[config.mk]
export PLATFORM = sky130hd
export DESIGN_NAME = fir_coeff_arb
export DESIGN_NICKNAME = d
export VERILOG_FILES = /design/src/rtl/fir_coeff_arb.sv
export SDC_FILE = /design/constraint.sdc
export NUM_CORES = 1
export LEC_CHECK = 0
export ABC_CLOCK_PERIOD_IN_PS = 1470
export CAP_MARGIN = 10
export CORE_MARGIN = 5
export CORE_UTILIZATION = 30
export DETAILED_ROUTE_END_ITERATION = 7
export GPL_ROUTABILITY_DRIVEN = 0
export GPL_TIMING_DRIVEN = 0
export PLACE_DENSITY_LB_ADDON = 0.12
export SETUP_SLACK_MARGIN = 0.1
export SLEW_MARGIN = 15
export SYNTH_ARGS = -nofsm -noshare
export SYNTH_HDL_FRONTEND = slang
export SYNTH_SLANG_ARGS = --single-unit
[constraint.sdc]
create_clock -name clk -period 1.47 [get_ports clk]
set_input_delay 0.294 -clock clk [delete_from_list [all_inputs] [get_ports clk]]
set_output_delay 0.294 -clock clk [all_outputs]
set_load 0.05 [all_outputs]
[src/rtl/fir_coeff_arb.sv]
// fir_coeff_arb: shares the single-port coefficient SRAM between FIR reads (always win) and buffered host writes.
// Define FIR_COEFF_ARB_STARVE_GUARD_EN to add the HOLD state that gates FIR input so a pending write completes.
module fir_coeff_arb #(
    parameter int ADDR_W     = 5,
    parameter int DATA_W     = 64,
    parameter int IN_W       = 8,
    parameter int STARVE_MAX = 16
) (
    input  logic              clk,
    input  logic              rst,
    input  logic [ADDR_W-1:0] fir_radr,
    input  logic              fir_re,
    output logic [DATA_W-1:0] fir_q,
    output logic [ADDR_W-1:0] mem_adr,
    output logic              mem_re,
    output logic              mem_we,
    output logic [DATA_W-1:0] mem_d,
    input  logic [DATA_W-1:0] mem_q,
    input  logic [ADDR_W-1:0] host_adr,
    input  logic [DATA_W-1:0] host_dat,
    input  logic              host_vld,
    output logic              host_rdy,
    input  logic [IN_W-1:0]   in_dat,
    input  logic              in_vld,
    output logic              in_rdy,
    output logic [IN_W-1:0]   fir_in_dat,
    output logic              fir_in_vld,
    input  logic              fir_in_rdy,
    output logic              coeff_upd,
    output logic [15:0]       wr_cnt
);
    typedef enum logic [1:0] {IDLE, PEND, HOLD} state_t;
    state_t            state;
    logic [ADDR_W-1:0] buf_adr;
    logic [DATA_W-1:0] buf_dat;
    logic              commit, gate, accept;
`ifdef FIR_COEFF_ARB_STARVE_GUARD_EN
    localparam int SW = $clog2(STARVE_MAX + 1);
    logic [SW-1:0] starve;
`endif
    assign commit     = rst && state != IDLE && !fir_re;
    assign host_rdy   = rst && state == IDLE;
    assign accept     = host_rdy && host_vld;
    assign gate       = !rst || state == HOLD;
    assign mem_re     = fir_re;
    assign mem_we     = commit;
    assign mem_adr    = fir_re ? fir_radr : buf_adr;
    assign mem_d      = buf_dat;
    assign fir_q      = mem_q;
    assign fir_in_dat = in_dat;
    assign fir_in_vld = in_vld && !gate;
    assign in_rdy     = fir_in_rdy && !gate;
    always_ff @(posedge clk) begin
        if (!rst) begin
            state     <= IDLE;
            buf_adr   <= '0;
            buf_dat   <= '0;
            wr_cnt    <= '0;
            coeff_upd <= 1'b0;
`ifdef FIR_COEFF_ARB_STARVE_GUARD_EN
            starve    <= '0;
`endif
        end else begin
            coeff_upd <= commit;
            if (commit) begin
                state  <= IDLE;
                wr_cnt <= wr_cnt + 16'd1;
            end
            if (accept) begin
                state   <= PEND;
                buf_adr <= host_adr;
                buf_dat <= host_dat;
            end
`ifdef FIR_COEFF_ARB_STARVE_GUARD_EN
            // counter only advances on conflicting reads while waiting in PEND
            if (accept) starve <= '0;
            else if (state == PEND && fir_re) begin
                starve <= starve + 1'b1;
                if (starve == SW'(STARVE_MAX - 1)) state <= HOLD;
            end
`endif
        end
    end
endmodule

Word level (Yosys, flattened, before mapping)
Index checks and enable logic that the tools add are counted.
{ "op_classes": {"n_mul": 0, "n_mux": 3, "shift": 0, "n_lt_le_gt_ge": 0, "n_addsub": 1, "div_mod_pow": 0, "reduce_logical": 9, "bitwise": 0, "eq_ne": 0} }
{ "op_table": {"columns": ["op", "count"], "rows": [
  ["$add 16x1->16 const B", 1],
  ["$logic_and 1x1->1", 6],
  ["$mux 5", 1],
  ["$logic_not 2->1", 1],
  ["$mux 1", 2],
  ["$reduce_bool 2->1", 1],
  ["$logic_not 1->1", 1]
]} }
{ "word_totals": {"rom_bits": 0, "memories": 0, "latch_bits": 0, "regBits": 87, "ram_bits": 0} }

Depth between registers and ports, before layout
{ "logic_depth": {"depth_word": 4, "ltp_mapped": 7, "depth_no_buf": 5} }

Worst setup path after synthesis
OpenSTA, ideal clock, no wires.
{ "synth_timing": {"path_kind": "reg-to-reg", "start": "register state[0]", "end": "register buf_dat[45] (netlist: mem_d[45])", "stages_incl_launch_ff": 8, "path_buffers": 3, "t_arrival_ps": 1949, "setup_ps": 74, "t_required_ps": 1396, "path_slack_ps": -553, "path_cell_list": "dfxtp_1 > nor2b_1 > and2_1 > buf_2 > buf_2 > buf_2 > nand2_1 > o21ai_0"} }
{ "synth_between": {"elab_chain_len": 3} }
{ "synth_lines": {"columns": ["element", "line", "text"], "rows": [
  ["start, declared", "33", "state_t state;"],
  ["start signal, assigned", "55", "state <= IDLE;"],
  ["start signal, assigned", "66", "state <= IDLE;"],
  ["start signal, assigned", "70", "state <= PEND;"],
  ["$logic_not 2->1", "42", "assign host_rdy = rst && state == IDLE;"],
  ["$logic_and 1x1->1", "42", null],
  ["via host_rdy", "22", "output logic host_rdy,"],
  ["$logic_and 1x1->1", "43", "assign accept = host_rdy && host_vld;"],
  ["end signal, assigned", "72", "buf_dat <= host_dat;"],
  ["end, declared", "35", "logic [DATA_W-1:0] buf_dat;"]
]} }
The timed path passes the listed nets, and every way through them passes these cells.
A chain may end at the register's enable or synchronous reset.

Final worst setup path
{ "layout_timing": {"start": "register wr_cnt[5]", "end": "register wr_cnt[14]"} }
{ "layout_between": {"elab_chain_len": 1} }
{ "layout_lines": {"columns": ["element", "line", "text"], "rows": [
  ["start, declared", "30", "output logic [15:0] wr_cnt"],
  ["start signal, assigned", "67", "wr_cnt <= wr_cnt + 16'd1;"],
  ["$add 16x1->16", "67", null]
]} }
Every way passes these cells.

==> run summary <==
The run finished, with violations left. The final reports fail on setup timing. Synthesis handed over a netlist of 476 instances.

The cell area reported after detailed placement was 0.006603 sq mm; the highest clock frequency the design can meet was 679.8 MHz. Entering global routing, the biggest net connects 15 pins. Setup repair after global routing could not meet its margin everywhere. The endpoint class of the critical path was a flip-flop. The die footprint was 0.01513 sq mm. Global routing consumed, over all layers together, 16.59% of the routing resources. The measured slew at the worst slew-check pin is 531.0 ps, and the leakage power total is 3.160 nW. The dominant cell type by area after synthesis was sky130_fd_sc_hd__dfxtp_1. In this run the worst hold path is classified as in2reg. The number of global-route vias before repair is 3932, and the number of buffers between clock root and the deepest sink is 2.

In this run the mean area of a mapped cell was 8.046 sq um. In this run the remaining antenna-violating nets after routing total 0. The area growth from synthesis to layout is 77.13%.

The detailed router finished its first iteration with 191 violations. The Yosys step of the flow raised 0 warnings. TritonCTS built the clock tree. The number of max-cap violations is 0. By area the synthesized netlist is led by sky130_fd_sc_hd__dfxtp_1, sky130_fd_sc_hd__nand2_1, sky130_fd_sc_hd__buf_4.

Detailed routing inserted a total of 4009 vias. In this run, CTS created clock tree buffers numbering 9. In this run the vertical extent of the chip is 123.0 um. In this run the horizontal extent of the chip is 123.0 um. On the worst path, the slowest cell contributes a delay of 490 ps. The critical path is of the reg2reg type.

Walking the worst path, the cells encountered are nand4_4 > nor4_4 > or4b_4 > a21oi_2. The clock transition time at the flip-flop clock pins of the worst setup and hold paths is 60 ps, and the total detailed-routing wirelength is 13490 um. Top cell family by delay on the critical path: simple AND/OR/NAND/NOR gates. 315 I/O pins were placed.

In the finished design, the share of the clock period the worst path needs comes to 100.1%. The run gives 64.60% as the worst slew margin relative to its limit. The number of nets in the synthesized netlist is 629. The total power divided by cell area was 1023 mW/mm^2; the average via count per standard cell was 4.348. The worst setup path is launched from a flip-flop. For the sequential element share of the synthesized area, the log shows 45.48%.

Counting I/O delays and the setup requirement, the final critical path takes 1471 ps. For this run, the detailed router's first-pass iteration total came to 4. The number of synthesized register bits is 87, and the maximum vdd ir drop is 0.0006276 V. For the sum of net half-perimeters after detailed placement, the log shows 10480 um. The first global-routing pass estimated 19720 um of wire.

The minimum setup slack in the final design was -1.036 ps; the proportion of register bits with asynchronous set or reset after synthesis was 0%. The post-route netlist has 34.67% of its cells at a drive strength greater than 1. For the worst-skew pair, the clock arrives at the later sink with an insertion delay of 340 ps.

Post-layout net count: 898. The tools report the root buffer cell as sky130_fd_sc_hd__clkbuf_16. Yosys mapped a number of flops with a built-in enable equal to 0. The most used flip-flop cell after synthesis is sky130_fd_sc_hd__dfxtp_1.

The floorplan has 41 rows. Global routing finished with a remaining overflow of 0. The tools report the number of antenna violations at the first check in global routing as 0.

After detailed routing, the average wire length per cell comes to 14.64 um. Once layout is done, the placed cells without fillers occupy 0.006784 sq mm. Data on the critical path arrives at its endpoint at 1730 ps. The port buffer count is 241, and the total count of hold-check failures in the final report is 0.

The number of antenna cells inserted was 0. Cells fill 53.98% of the core in the end. Among all stages on the critical path, the largest delay is contributed by sky130_fd_sc_hd__or4b_4.

For this run, design rule violations remaining after detail routing come to 0. In this run the number of H-tree levels came out at 3. Share of the synthesized area in the top cell type: 45.48%. The total buffers and inverters traversed by the critical path is 0, and the effective utilization at floorplan is 30.47%. The number of distinct library cell variants in the gate-level netlist after synthesis came out at 37. The mapped netlist covers 0.003830 sq mm. Along the worst path, the maximum fanout reaches 6.

The run gives 1 as the total of endpoints with negative setup slack in the final report. Data on the critical path is required at its endpoint by 1730 ps. The run gives 0 as the final number of max-transition violations. Between clock sinks in the finished design, the worst skew comes to 7.249 ps. The floorplan step defined a core boundary enclosing 0.01257 sq mm. The clock net in this run drives a total of 87 sinks.
[synthesized netlist by cell type, types with 2 or more instances]
cell	number
sky130_fd_sc_hd__xnor2_1	4
sky130_fd_sc_hd__nand3_1	5
sky130_fd_sc_hd__buf_1	2
sky130_fd_sc_hd__nor2_1	11
sky130_fd_sc_hd__mux2i_1	4
sky130_fd_sc_hd__buf_2	5
sky130_fd_sc_hd__inv_1	3
sky130_fd_sc_hd__and2_1	6
sky130_fd_sc_hd__nor3_1	3
sky130_fd_sc_hd__o21ai_1	3
sky130_fd_sc_hd__o21ai_0	69
sky130_fd_sc_hd__dfxtp_1	87
sky130_fd_sc_hd__nand2_1	147
sky130_fd_sc_hd__a21oi_1	4
sky130_fd_sc_hd__mux2_2	5
sky130_fd_sc_hd__nand4_1	2
sky130_fd_sc_hd__nand2b_1	2
sky130_fd_sc_hd__nor2b_1	2
sky130_fd_sc_hd__buf_4	73
sky130_fd_sc_hd__xor2_1	4
sky130_fd_sc_hd__clkbuf_1	19
[logic make-up after synthesis]
| group | Yosys count | synth area share [%] |
|---|---|---|
| compound gates | 78 | 10.32 |
| flops | 87 | 45.48 |
| simple gates | 191 | 22.22 |
| mux | 9 | 2.515 |
| xor+xnor | 8 | 1.829 |
| fa+ha+maj | 1 | 0.3266 |
| buf+inv | 102 | 17.31 |
[power breakdown]
group	switching [mW]	total, mW	leakage (nW)	internal (mW)
Combinational	1.26	1.95	2.27	0.692
Clock	0.960	2.43	0.158	1.47
Sequential	0.0759	2.56	0.727	2.48
[through the flow]
step           setup slack, ps  power, mW  std cells  TNS, ps  hold slack, ps
6_report                -1.036      6.937        922   -1.036           418.7
5_1_grt                 -63.29      7.220        922   -108.0           443.5
4_1_cts                 -6.263      7.057        911   -6.263           459.7
3_5_place_dp             -1408      4.679        889   -41990           451.4
3_3_place_gp             -1441      4.662        889   -39920           437.1
2_1_floorplan            4.982      3.885        476        0           402.6
[final cells by class]
type,instances,area (sq um)
buffer,99,740.7
clock buffer,12,267.8
clock inverter,4,50.05
fill,1246,5784
inverter,3,11.26
multi-input combinational,288,1546
sequential,87,1802
tap,172,215.2
timing repair buffer,257,2151
[state kept, by name, summed over array words and instances, names as in the netlist]
name	flops
coeff_upd	1
state	1
wr_cnt	16
buf_adr	5
mem_d	64
[final timing paths]
check	startpoint	endpoint	slack [ps]	cells past startpoint
setup reg to reg	wr_cnt[5]$_SDFFE_PN0P_	wr_cnt[14]$_SDFFE_PN0P_	-1	4
hold reg to reg	wr_cnt[15]$_SDFFE_PN0P_	wr_cnt[15]$_SDFFE_PN0P_	450	1
setup / recovery	wr_cnt[5]$_SDFFE_PN0P_	wr_cnt[14]$_SDFFE_PN0P_	-1	4
hold / removal	fir_re	state[0]$_SDFFE_PN0P_	420	3
[per-layer routing]
layer | vias up | wire length (um) | GRT usage (%)
met1 | 1800 | 4784 | 17.29
met5 | - | 0 | 0
li1 | 2009 | - | -
met3 | 17 | 1796 | 9.561
met4 | 0 | 233 | 5.190
met2 | 183 | 6679 | 28.25
[worst min-delay path: cells and delay by family]
kind	cells	cell delay, ps
buffers and inverters	1	190
muxes	1	170
and+or+nand+nor	1	50
[cells in the final DEF, fill, tap and decap left out, types with 3 or more instances in the layout]
cell type	Yosys	final
sky130_fd_sc_hd__clkbuf_1	19	8
sky130_fd_sc_hd__buf_6	0	5
sky130_fd_sc_hd__dfxtp_4	0	14
sky130_fd_sc_hd__inv_1	3	3
sky130_fd_sc_hd__clkbuf_2	0	8
sky130_fd_sc_hd__o21ai_1	3	4
sky130_fd_sc_hd__buf_2	5	74
sky130_fd_sc_hd__nor3_1	3	3
sky130_fd_sc_hd__mux2_4	0	5
sky130_fd_sc_hd__and2_4	0	5
sky130_fd_sc_hd__clkbuf_16	0	12
sky130_fd_sc_hd__buf_8	0	11
sky130_fd_sc_hd__xnor2_1	4	4
sky130_fd_sc_hd__clkdlybuf4s18_2	0	4
sky130_fd_sc_hd__buf_4	73	87
sky130_fd_sc_hd__nor2_1	11	11
sky130_fd_sc_hd__dlygate4sd2_1	0	78
sky130_fd_sc_hd__clkdlybuf4s15_2	0	7
sky130_fd_sc_hd__nand2_1	147	146
sky130_fd_sc_hd__dfxtp_2	0	6
sky130_fd_sc_hd__o21ai_0	69	68
sky130_fd_sc_hd__nand3_1	5	5
sky130_fd_sc_hd__clkdlybuf4s50_1	0	72
sky130_fd_sc_hd__dfxtp_1	87	67
sky130_fd_sc_hd__xor2_1	4	4
sky130_fd_sc_hd__mux2i_1	4	4
sky130_fd_sc_hd__a21oi_1	4	3
[repair_timing]
item                                    in CTS  in global routing
gates cloned                                 0                  2
endpoints found under the hold margin        0                  0
setup buffers                                6                  9
hold buffers                                 0                  0
pin swaps                                    1                  6
gates resized for setup                    479                104
endpoints found under the setup margin     250                 92
(Power assumes the default switching activity.)
